File: src/rtl/rgbw_wrd2sout.sv
// rgbw_wrd2sout: pulls 32-bit pixel words from an upstream FIFO, optionally
// extracts a white channel from RGB, and serialises {G,R,B,W} MSB first as
// SK6812-style pulse-width coded bits. Stream-reset words (and the first
// cycle out of reset) hold the line low long enough for the strip to latch.
module rgbw_wrd2sout #(
    parameter int T0H_CLKS      = 29,
    parameter int T1H_CLKS      = 58,
    parameter int TBIT_CLKS     = 120,
    parameter int TRESET_CLKS   = 7680,
    parameter bit WHITE_EXTRACT = 1'b1
) (
    input  logic        clk,
    input  logic        rst,
    input  logic        in_fifo_empty,
    input  logic [31:0] in_fifo_word,
    output logic        out_fifo_rd,
    output logic        out_serial,
    output logic        out_busy
);

    // One counter serves every timed phase, so it is sized for the longest one.
    localparam int CNT_MAX = (TRESET_CLKS > TBIT_CLKS) ? TRESET_CLKS : TBIT_CLKS;
    localparam int CW      = $clog2(CNT_MAX + 1);

    // Counter load values: a phase of N cycles loads N-1 and ends at zero.
    localparam logic [CW-1:0] T0H_LD  = CW'(T0H_CLKS - 1);
    localparam logic [CW-1:0] T1H_LD  = CW'(T1H_CLKS - 1);
    localparam logic [CW-1:0] T0L_LD  = CW'(TBIT_CLKS - T0H_CLKS - 1);
    localparam logic [CW-1:0] T1L_LD  = CW'(TBIT_CLKS - T1H_CLKS - 1);
    localparam logic [CW-1:0] TRST_LD = CW'(TRESET_CLKS - 1);
    localparam logic [CW-1:0] CNT_ONE = CW'(1);

    typedef enum logic [2:0] {
        RESET_LOW = 3'd0,
        IDLE      = 3'd1,
        FETCH     = 3'd2,
        LOAD      = 3'd3,
        CONVERT   = 3'd4,
        SEND_HIGH = 3'd5,
        SEND_LOW  = 3'd6
    } state_t;

    state_t          state_r;
    logic [CW-1:0]   cnt_r;
    logic [4:0]      bit_idx_r;
    logic [31:0]     shreg_r;
    logic            word_valid_r;
    logic            word_srst_r;
    logic [23:0]     pix_r;
    logic            rst_pend_r;
    logic [31:0]     conv_s;
    logic            unused_bits_s;

    // Bits 29:24 of the FIFO word carry no meaning for this block.
    assign unused_bits_s = ^in_fifo_word[29:24];

    // Smallest of three 8-bit channel values.
    function automatic logic [7:0] min3(input logic [7:0] a, input logic [7:0] b,
                                        input logic [7:0] c);
        logic [7:0] m;
        m = (a < b) ? a : b;
        return (m < c) ? m : c;
    endfunction

    // Build the 32-bit transmit word {G', R', B', W} from a {G, R, B} pixel.
    function automatic logic [31:0] convert_word(input logic [23:0] pix);
        logic [7:0] g;
        logic [7:0] r;
        logic [7:0] b;
        logic [7:0] w;
        g = pix[23:16];
        r = pix[15:8];
        b = pix[7:0];
        if (WHITE_EXTRACT) begin
            // W is the common minimum, so none of these subtractions can underflow.
            w = min3(r, g, b);
            return {g - w, r - w, b - w, w};
        end else begin
            return {g, r, b, 8'h00};
        end
    endfunction

    // Conversion of the captured pixel, consumed in CONVERT.
    always_comb begin
        conv_s = convert_word(pix_r);
    end

    // Main FSM: sequencing, bit timing, FIFO handshake and all registered outputs.
    always_ff @(posedge clk) begin
        if (rst) begin
            state_r      <= IDLE;
            cnt_r        <= '0;
            bit_idx_r    <= 5'd0;
            shreg_r      <= 32'h0000_0000;
            word_valid_r <= 1'b0;
            word_srst_r  <= 1'b0;
            pix_r        <= 24'h00_0000;
            rst_pend_r   <= 1'b1;
            out_fifo_rd  <= 1'b0;
            out_serial   <= 1'b0;
            out_busy     <= 1'b0;
        end else if (rst_pend_r) begin
            // Leaving reset: latch the strip before any pixel can be sent.
            rst_pend_r  <= 1'b0;
            state_r     <= RESET_LOW;
            cnt_r       <= TRST_LD;
            out_fifo_rd <= 1'b0;
            out_serial  <= 1'b0;
            out_busy    <= 1'b1;
        end else begin
            out_fifo_rd <= 1'b0;
            case (state_r)
                RESET_LOW: begin
                    if (cnt_r == '0) begin
                        state_r  <= IDLE;
                        out_busy <= 1'b0;
                    end else begin
                        cnt_r <= cnt_r - CNT_ONE;
                    end
                end
                IDLE: begin
                    if (!in_fifo_empty) begin
                        state_r     <= FETCH;
                        out_fifo_rd <= 1'b1;
                        out_busy    <= 1'b1;
                    end else begin
                        state_r <= IDLE;
                    end
                end
                FETCH: begin
                    state_r <= LOAD;
                end
                LOAD: begin
                    // Read data is valid now, one cycle after the read pulse.
                    word_valid_r <= in_fifo_word[31];
                    word_srst_r  <= in_fifo_word[30];
                    pix_r        <= in_fifo_word[23:0];
                    state_r      <= CONVERT;
                end
                CONVERT: begin
                    if (!word_valid_r) begin
                        state_r  <= IDLE;
                        out_busy <= 1'b0;
                    end else if (word_srst_r) begin
                        state_r    <= RESET_LOW;
                        cnt_r      <= TRST_LD;
                        out_serial <= 1'b0;
                    end else begin
                        shreg_r    <= conv_s;
                        bit_idx_r  <= 5'd0;
                        out_serial <= 1'b1;
                        cnt_r      <= conv_s[31] ? T1H_LD : T0H_LD;
                        state_r    <= SEND_HIGH;
                    end
                end
                SEND_HIGH: begin
                    if (cnt_r == '0) begin
                        out_serial <= 1'b0;
                        cnt_r      <= shreg_r[31] ? T1L_LD : T0L_LD;
                        state_r    <= SEND_LOW;
                    end else begin
                        cnt_r <= cnt_r - CNT_ONE;
                    end
                end
                SEND_LOW: begin
                    if (cnt_r == '0) begin
                        if (bit_idx_r == 5'd31) begin
                            state_r  <= IDLE;
                            out_busy <= 1'b0;
                        end else begin
                            // Next bit is shreg_r[30] before the shift takes effect.
                            bit_idx_r  <= bit_idx_r + 5'd1;
                            shreg_r    <= {shreg_r[30:0], 1'b0};
                            out_serial <= 1'b1;
                            cnt_r      <= shreg_r[30] ? T1H_LD : T0H_LD;
                            state_r    <= SEND_HIGH;
                        end
                    end else begin
                        cnt_r <= cnt_r - CNT_ONE;
                    end
                end
                default: begin
                    state_r    <= IDLE;
                    out_serial <= 1'b0;
                    out_busy   <= 1'b0;
                end
            endcase
        end
    end

endmodule
File: config.mk
export PLATFORM = sky130hd
export DESIGN_NAME = rgbw_wrd2sout
export DESIGN_NICKNAME = d
export VERILOG_FILES = /design/src/rtl/rgbw_wrd2sout.sv
export SDC_FILE = /design/constraint.sdc
export NUM_CORES = 1
export LEC_CHECK = 0
export ABC_CLOCK_PERIOD_IN_PS = 7000
export BUFFER_PORTS_ARGS = -buffer_cell sky130_fd_sc_hd__buf_2
export CAP_MARGIN = 25
export CORE_MARGIN = 2
export CORE_UTILIZATION = 47
export DETAILED_ROUTE_END_ITERATION = 6
export GPL_ROUTABILITY_DRIVEN = 0
export GPL_TIMING_DRIVEN = 1
export PLACE_DENSITY_LB_ADDON = 0.25
export SYNTH_ARGS = -nofsm -noshare
export SYNTH_HDL_FRONTEND = slang
export SYNTH_SLANG_ARGS = --single-unit
File: constraint.sdc
create_clock -name clk -period 7 [get_ports clk]
set_clock_uncertainty 0.1 [all_clocks]
set_input_delay 0.35 -clock clk [delete_from_list [all_inputs] [get_ports clk]]
set_output_delay 0.35 -clock clk [all_outputs]
set_load 0.01 [all_outputs]
==> flow_summary.yaml <==
outcome:
  status: "finished clean"
yosys:
  synthMuxAreaShare: 0.0327
  netlist_area_mm2: 0.00567
  synth_top_area_frac: 0.293
  synth_edf_count: 0
  synth_top_family_by_area: "compound AO/OA/AOI/OAI gates"
  ys.flop_type: "dfxtp_1"
  async_reset_ff_frac: 0
  yosys.area.top_type: "dfxtp_1"
  ys_ff_latch: 83
  syn_avg_cell_area_um2: 7.33
  synth_simple_gate_area_frac: 0.235
  yosys-top-cells-count: "nand2_1 (129), nor2_1 (86), dfxtp_1 (83), a21oi_1 (75), clkbuf_1 (43)"
  synth_area_leaders: "dfxtp_1 (29%), nand2_1 (8.5%), a21oi_1 (6.6%), ha_1 (5.7%), nor2_1 (5.7%)"
  synth-xor-area-share: 0.0477
  seq_area_frac_synth: 0.293
  yosys_warnings: 0
  synth_fa_ha_area_frac: 0.0722
  syn_nets: 834
  synth_compound_area_frac: 0.256
  synth_cells: 773
  synth.most_common_cell: "nand2_1"
  synth_cell_types: 76
layout:
  utilization: 0.523
  syn2layout_area_growth_pct: 9.98
  stdcell_count: 931
  final_layout_size_suffix_gt1_frac: 0.112
  final_nets: 840
  antenna_cells: 0
  design_area_mm2: 0.00623
global_route:
  grt_use_total: 0.234
  grt_use_met2: 0.367
  antenna_found_initial: 0
  met3_usage: 0.0271
  grt-ovfl-total: 0
  grt_first_pass_wirelength_um: 24700
  top_usage_layer: "met2"
  grtUsageMet1: 0.331
  grt_max_degree: 82
  grt_pass1_vias: 5098
floorplanning:
  die_w_um: 114
  core_mm2: 0.0119
  io_pins: 38
  initial_core_util: 0.476
  die_y_um: 114
  placementRows: 40
  fp.dieArea_mm2: 0.0129
timing:
  setup_slack_ns: 0.456
  setup_viol: 0
  whs_ns: 0.111
  worst_pin_slew_ns: 0.997
  layout_min_cycle_time_ns: 6.54
  max-slew-margin-rel: 0.334
  fin_crit_sh: 0.935
  max_freq_ghz: 0.153
  rsz0062_at_grt: "no"
  hold_viol_final: 0
  fin_setup_tns_ns: 0
  slew_violations: 0
place:
  portBuffers: 31
  pre_cts_ws_ns: 0.507
  placed_area_mm2: 0.00593
  dp.cells: 913
  dp_hpwl_um: 10400
clocking:
  clk_latency_ns: 0.35
  postCtsSetupBuffers: 0
  cts-root-buf: "clkbuf_16"
  clockBufferDepth: 2
  cts_tree: "yes"
  cts_resized: 0
  cts_hold_buf: 0
  htree_levels: 3
  clk_pin_slew_ns: 0.06
  clkSinkCount: 83
  cts_inserted_buffers: 9
power_and_ir_drop:
  powerDensity_mw_per_mm2: 178
  peakVddDrop_v: 0.000113
  leakagePower_nw: 2.35
  power_mw: 1.11
setup_path:
  critPathMaxFanout: 10
  crit_type: "reg -> reg"
  critPathLaunchType: "flip-flop"
  crit_path_end_kind: "flip-flop"
  worst_ep_arrival_time_ns: 6.64
  r2r_slack_ns: 0.46
  worstPathRequired_ns: 7.09
detailed_routing:
  wire_per_inst_um: 15.9
  vias: 5525
  first_pass_iters: 5
  ant_nets: 0
  viasPerCell: 5.93
  routed_wl_um: 14800
  drc: 0
  drt-initial-drc-count: 481
worst_hold_path:
  hold_path.class: "in -> reg"
flow_run:
  max_cap_viol_count: 0
state kept, by name, summed over array words and instances (netlist names):
name,count
pix_r,24
out_busy,1
word_valid_r,1
out_serial,1
state_r,3
out_fifo_rd,1
shreg_r,32
word_srst_r,1
cnt_r,13
rst_pend_r,1
bit_idx_r,5
routing by layer:
| layer | wire [um] | share of wire |
|---|---|---|
| met5 | 0 | 0 |
| met3 | 758 | 0.051 |
| met2 | 6640 | 0.45 |
| met4 | 313 | 0.021 |
| met1 | 7100 | 0.48 |
worst paths after layout:
kind,from,to,cells after the start
worst min-delay path,in_fifo_empty,out_fifo_rd$_SDFF_PP0_,2
worst min register to register,shreg_r[24]$_SDFFE_PP0P_,shreg_r[24]$_SDFFE_PP0P_,2
worst max register to register,pix_r[21]$_SDFFE_PP0P_,shreg_r[15]$_SDFFE_PP0P_,23
worst max-delay path,pix_r[21]$_SDFFE_PP0P_,shreg_r[15]$_SDFFE_PP0P_,23
logic make-up (layout without fill, tap and decap cells):
group	after synthesis	in the layout
compound gates	218	218
xor+xnor	30	30
fa+ha+maj	34	34
buf+inv	92	103
flops	83	83
mux	15	15
simple gates	301	301
power breakdown:
group	switching (mW)	total, mW	internal [mW]
logic	0.0885	0.153	0.0646
clock network	0.198	0.455	0.257
registers	0.0172	0.500	0.483
total	0.303	1.11	0.805
critical path, stage by stage, from the launching register on:
cell and delay (ns):
dfxtp_1 0.48, inv_1 0.16, ha_1 0.32, a21o_1 0.17, a221oi_2 0.52, o21ai_2 0.27, mux2i_1 0.44, inv_1 0.24
ha_1 0.34, a211o_1 0.26, a211oi_1 0.42, o31a_2 0.37, o21ai_0 0.17, buf_4 0.18, ha_1 0.22, inv_1 0.09
nor2_1 0.04, a221oi_1 0.21, o21ai_0 0.31, or4_1 0.47, a21boi_0 0.17, a311o_1 0.17, mux2i_1 0.19, a31oi_1 0.09
cell type report:
cell class                 count  area, um2
fill                        1169       5680
multi-input combinational    598       3670
sequential                    83       1660
timing repair buffer          46        280
clock buffer                  11        253
tap                          147        184
inverter                      41        154
clock inverter                 5       27.5
placed cells by master, fill, tap and decap left out, types with 4 or more instances in the layout:
cell | netlist | layout
nand2_1 | 129 | 129
nor2_1 | 86 | 85
dfxtp_1 | 83 | 83
a21oi_1 | 75 | 75
inv_1 | 39 | 39
o21ai_0 | 38 | 38
buf_2 | 3 | 31
ha_1 | 26 | 26
nor3_1 | 23 | 23
xnor2_1 | 22 | 22
a211oi_1 | 17 | 16
o211ai_1 | 15 | 15
nand3_1 | 12 | 12
buf_4 | 0 | 12
a31oi_1 | 11 | 11
nand2b_1 | 9 | 9
mux2i_1 | 9 | 9
clkbuf_16 | 0 | 9
nand4_1 | 7 | 7
xor2_1 | 7 | 7
and3_1 | 7 | 7
a22oi_1 | 6 | 6
a311oi_1 | 6 | 6
or3_1 | 5 | 5
maj3_1 | 5 | 5
a211o_1 | 4 | 4
o31a_1 | 4 | 4
nor2b_1 | 4 | 4
clkinv_2 | 0 | 4
Power figures use the tool's default switching activity.
